--- src/rtl/regfile_if.sv ---
// Controller-side bus of the register file: shared address, read/write
// enables, registered read data with valid, and the four exported taps.
interface regfile_if #(
  parameter int WIDTH  = 8,
  parameter int ADDR_W = 4
);
  logic              i_en_r;
  logic              i_en_w;
  logic [WIDTH-1:0]  i_data;
  logic [ADDR_W-1:0] i_add;
  logic [WIDTH-1:0]  o_data;
  logic              o_vaild;
  logic [WIDTH-1:0]  o_reg_0;
  logic [WIDTH-1:0]  o_reg_1;
  logic [WIDTH-1:0]  o_reg_2;
  logic [WIDTH-1:0]  o_reg_3;

  modport master (
    output i_en_r, i_en_w, i_data, i_add,
    input  o_data, o_vaild, o_reg_0, o_reg_1, o_reg_2, o_reg_3
  );

  modport slave (
    input  i_en_r, i_en_w, i_data, i_add,
    output o_data, o_vaild, o_reg_0, o_reg_1, o_reg_2, o_reg_3
  );
endinterface

--- src/rtl/regfile.sv ---
// Configuration/scratch register file: one shared-address port, write wins
// over read, 1-cycle registered read with valid, registers 0..3 tapped out.
module regfile #(
  parameter int WIDTH  = 8,
  parameter int DEPTH  = 16,
  parameter int ADDR_W = 4
) (
  input  logic      i_clk,
  input  logic      i_rst,
  regfile_if.slave  bus
);
  logic [DEPTH-1:0][WIDTH-1:0] r_mem;
  logic [WIDTH-1:0]            r_data;
  logic                        r_vld;
  logic                        w_rd_acc;

  // A read colliding with a write is dropped, so no bypass path is needed.
  assign w_rd_acc = bus.i_en_r & ~bus.i_en_w;

  always_ff @(posedge i_clk or negedge i_rst) begin
    if (!i_rst) begin
      r_mem  <= '0;
      r_data <= '0;
      r_vld  <= 1'b0;
    end else begin
      r_vld <= w_rd_acc;
      if (bus.i_en_w)
        r_mem[bus.i_add] <= bus.i_data;
      if (w_rd_acc)
        r_data <= r_mem[bus.i_add];
    end
  end

  assign bus.o_data  = r_data;
  assign bus.o_vaild = r_vld;
  assign bus.o_reg_0 = r_mem[0];
  assign bus.o_reg_1 = r_mem[1];
  assign bus.o_reg_2 = r_mem[2];
  assign bus.o_reg_3 = r_mem[3];
endmodule

--- src/flat_wrapper.sv ---
// flat-port wrapper written by rule: the top's interface ports become plain ports
module regfile_flat 
#(
  parameter int WIDTH  = 8,
  parameter int DEPTH  = 16,
  parameter int ADDR_W = 4
)
  (i_clk, i_rst, bus_i_en_r, bus_i_en_w, bus_i_data, bus_i_add, bus_o_data, bus_o_vaild, bus_o_reg_0, bus_o_reg_1, bus_o_reg_2, bus_o_reg_3);
  regfile_if #(.WIDTH(WIDTH), .ADDR_W(ADDR_W)) bus_i ();
  input  logic i_clk;
  input  logic i_rst;
  input wire logic [$bits(bus_i.i_en_r)-1:0] bus_i_en_r;
  input wire logic [$bits(bus_i.i_en_w)-1:0] bus_i_en_w;
  input wire logic [$bits(bus_i.i_data)-1:0] bus_i_data;
  input wire logic [$bits(bus_i.i_add)-1:0] bus_i_add;
  output wire logic [$bits(bus_i.o_data)-1:0] bus_o_data;
  output wire logic [$bits(bus_i.o_vaild)-1:0] bus_o_vaild;
  output wire logic [$bits(bus_i.o_reg_0)-1:0] bus_o_reg_0;
  output wire logic [$bits(bus_i.o_reg_1)-1:0] bus_o_reg_1;
  output wire logic [$bits(bus_i.o_reg_2)-1:0] bus_o_reg_2;
  output wire logic [$bits(bus_i.o_reg_3)-1:0] bus_o_reg_3;
  assign bus_i.i_en_r = bus_i_en_r;
  assign bus_i.i_en_w = bus_i_en_w;
  assign bus_i.i_data = bus_i_data;
  assign bus_i.i_add = bus_i_add;
  assign bus_o_data = bus_i.o_data;
  assign bus_o_vaild = bus_i.o_vaild;
  assign bus_o_reg_0 = bus_i.o_reg_0;
  assign bus_o_reg_1 = bus_i.o_reg_1;
  assign bus_o_reg_2 = bus_i.o_reg_2;
  assign bus_o_reg_3 = bus_i.o_reg_3;
  regfile #(.WIDTH(WIDTH), .DEPTH(DEPTH), .ADDR_W(ADDR_W)) u_core (.i_clk(i_clk), .i_rst(i_rst), .bus(bus_i));
endmodule
--- config.mk ---
export PLATFORM = sky130hd
export DESIGN_NAME = regfile_flat
export DESIGN_NICKNAME = d
export VERILOG_FILES = /design/src/rtl/regfile_if.sv /design/src/rtl/regfile.sv /design/src/flat_wrapper.sv
export SDC_FILE = /design/constraint.sdc
export NUM_CORES = 1
export LEC_CHECK = 0
export BUFFER_PORTS_ARGS = -buffer_cell sky130_fd_sc_hd__buf_2
export CAP_MARGIN = 20
export CELL_PAD_IN_SITES_DETAIL_PLACEMENT = 1
export CELL_PAD_IN_SITES_GLOBAL_PLACEMENT = 1
export CORE_MARGIN = 5
export CORE_UTILIZATION = 53
export CTS_CLUSTER_DIAMETER = 30
export DETAILED_ROUTE_END_ITERATION = 7
export GPL_TIMING_DRIVEN = 0
export PLACE_DENSITY_LB_ADDON = 0.25
export SYNTH_ARGS = -nofsm -noshare
export SYNTH_HDL_FRONTEND = slang
export SYNTH_SLANG_ARGS = --single-unit
export TNS_END_PERCENT = 20
--- constraint.sdc ---
create_clock -name i_clk -period 2.9 [get_ports i_clk]
set_input_delay 0.29 -clock i_clk [delete_from_list [all_inputs] [get_ports i_clk]]
set_output_delay 0.29 -clock i_clk [all_outputs]
set_load 0.01 [all_outputs]
==> impl_metrics.toml <==
[run_status]
status = "complete, no violations"

[sta]
fmax_ghz = 0.637
fin_skew_ns = 0.00823
worst_slew_pin_slew_ns = 0.714
finalSetupViolCount = 0
slew_headroom = 0.524
final-max-slew-violation-count = 0
final.setup.tns_ns = 0
min_period_over_period = 0.541
rsz0062_at_grt = "false"
hold_viol = 0
finalCriticalPeriod_ns = 1.57

[final_layout]
seqCellArea_sq_um = 3430
fillCellCount = 1169
num_antenna_cells = 0
area_growth_pct = 16.5
finalNonFillerCells = 734
nNetsFinal = 569
drive_above_1_share = 0.495
multi_input_comb_area_sq_um = 2690

[yosys]
synth.avg_cell_area_sq_um = 13.7
yosysWarnings = 0
yosysMostFrequentCell = "dfrtp_1"
syn_area_sq_um = 6550
synthCells = 477
synth_fp_nets = 493
ys_ff_latch = 137
ys_seq_area_frac = 0.524
synthArstFlopShare = 1.00
synth.distinct_cells = 30
ys.flop_type = "dfrtp_1"
synth_edf_count = 0
synthTopCellsByArea = "dfrtp_1 52%, mux2_2 22%, mux2i_1 7.3%, buf_4 4.1%, mux4_2 2.8%"
synth_top_area_share = 0.524
synth_commonest_cells = "137 x dfrtp_1, 127 x mux2_2, 48 x mux2i_1"
yosysTopAreaCell = "dfrtp_1"

[global_routing]
antenna_found_initial = 0
grt-ovfl-total = 0
grt_max_degree = 78
grt_usage = 0.272
grt_pass1_wl_um = 29400
grt_pass1_vias = 4858

[floorplanning]
core_area_sq_um = 12100
die_y_um = 121
num_io_pins = 57
die_area_sq_um = 14700
start_util = 0.543
floorplan.rows = 40
die_w_um = 121

[critical_path]
crit_slowest_cell = "buf_1"
rr_endpoint = "u_core.bus.o_data[0]"
rr_worst_depth = 4
path_cells = "buf_2 > clkbuf_1 > buf_1 > o32ai_2 > nor2_1 > a31oi_1"
crit_path_max_fanout = 10
path_class = "input port to flip-flop"
cp-end-kind = "flip-flop"
arrival_ns = 1.85
crit_path_start_kind = "input port"
r2r-start = "u_core.r_mem[96]"
critical-path-max-stage-delay_ns = 0.49
reg2reg_slack_ns = 1.47
required_ns = 3.18

[power_and_ir_drop]
clockPowerShare = 0.339
vdd_ir_drop_max_mv = 0.479
p_leak_nw = 3.47
power_mw = 5.94
comb_power_share = 0.217
p_int_mw = 4.30
p_sw_frac = 0.276
power.switching_mw = 1.64
p_per_area_nw_per_um2 = 779
seqPwrFrac = 0.444

[drt]
wl_per_cell_um = 25.4
drtPass1Iterations = 4
viasPerCell = 5.82
wl_um = 18600
remaining_drc_errors = 0
vias = 4274
drtIter0Drc = 290
ant_nets = 0

[cts]
cts.sinks = 137
cts_tree = "done"
cts_root_buffer = "clkbuf_16"
clkTransAtPathRegs_ns = 0.06
clkLatencyLatePin_ns = 0.42
cts_max_path_buffers = 2
h-tree-depth = 4
post_cts_buffers = 0
cts_buffers = 17

[hold_path]
holdPathEnd = "u_core.r_mem[51]"
hp-class = "input port to flip-flop"
holdPathStages = 2
hp-start = "bus_i_data[3]"

[flow_run]
cap_violations = 0

[placed_design]
io_buffers = 55
dp_hpwl_um = 12600
dpl.cell_count = 701
gp_congestion = 0.864
## critical path, delay by kind of cell
family                 cells  cell delay, ns
buffers and inverters      3            1.06
AO/OA/AOI/OAI              2            0.32
AND/OR/NAND/NOR            1            0.16
## power groups by stage
stage,sequential [mW],clock (mW),combinational (mW)
6_report,2.64,2.01,1.29
5_1_grt,2.68,2.13,1.40
4_1_cts,2.64,2.04,1.30
3_5_place_dp,2.66,0,1.27
3_3_place_gp,2.60,0,1.20
2_1_floorplan,2.56,0,0.881
## repair_timing
action	in CTS	in global routing
resized for setup	0	0
hold buffers	1	0
hold endpoints to repair	76	0
## flip-flops by register name, summed over array words and instances (netlist names)
name	count
u_core.r_mem	96
u_core.bus.o_data	8
u_core.bus.o_reg_0	8
u_core.bus.o_reg_1	8
u_core.bus.o_reg_2	8
u_core.bus.o_reg_3	8
u_core.bus.o_vaild	1
## layout by cell type, fill, tap and decap left out, types with 2 or more instances in the layout
cell type  Yosys  final
clkbuf_16      0     17
nand3b_1       7      7
buf_4         36     36
nor2_1        17     17
clkbuf_8       0      3
mux2_2       127    127
buf_12         2      2
dfrtp_1      137    137
o32ai_1        3      3
a2bb2oi_1      4      4
mux2i_1       48     48
buf_2          6     60
o22ai_1       12     12
nor2_2         9      9
nand3_1        6      6
a221oi_1       4      4
clkinv_2       0      7
o21ai_0        4      4
nor2b_1        3      3
buf_6          3      4
nand2b_1       6      6
nand2_1        6      6
clkbuf_1      13     16
a31oi_1        8      8
mux4_2         8      8
## worst max path at each step
stage / from / to / slack [ns]
floorplan: bus_i_add[0] / u_core.bus.o_data[6] / 1.44
global placement: i_rst / u_core.r_mem[124] / -0.24
detailed placement: bus_i_add[2] / u_core.bus.o_data[6] / 0.92
CTS: bus_i_add[1] / u_core.r_mem[95] / 1.37
global route: bus_i_add[1] / u_core.bus.o_data[4] / 1.21
finish: bus_i_add[2] / u_core.bus.o_data[6] / 1.33
## metal layers
layer  global-route usage  part of all wire  routed length (um)
met1                0.348              0.43                8040
met2                0.456              0.50                9270
met3               0.0634             0.049                 907
met4               0.0959             0.023                 429
met5                    0                 0                   0
## layout make-up
| type | instances | area share |
|---|---|---|
| clock inverters | 9 | 0.00952 |
| well taps | 168 | 0.0276 |
| repair buffers | 57 | 0.0418 |
| flip-flops and latches | 137 | 0.450 |
| multi-input cells | 279 | 0.353 |
| plain buffers | 61 | 0.0559 |
| clock buffers | 23 | 0.0627 |
## per-stage QoR
step | setup slack, ns | utilization | hold WS, ns | area [sq um]
3_3_place_gp | -0.242 | 0.583 | 0.483 | 7030
5_1_grt | 1.21 | 0.632 | 0.259 | 7630
3_5_place_dp | 0.924 | 0.586 | 0.367 | 7070
6_report | 1.33 | 0.632 | 0.263 | 7630
4_1_cts | 1.37 | 0.632 | 0.249 | 7630
2_1_floorplan | 1.44 | - | -0.00559 | 6550
## cells by family (layout without fill, tap and decap cells)
group	count (synthesis)	count (layout)	share of synthesized area
AOI/OAI and AO/OA	36	36	0.0394
buffers and inverters	61	150	0.0652
DFF	137	137	0.524
muxes	184	184	0.321
and+or+nand+nor	59	59	0.0507
(Power assumes the default switching activity.)
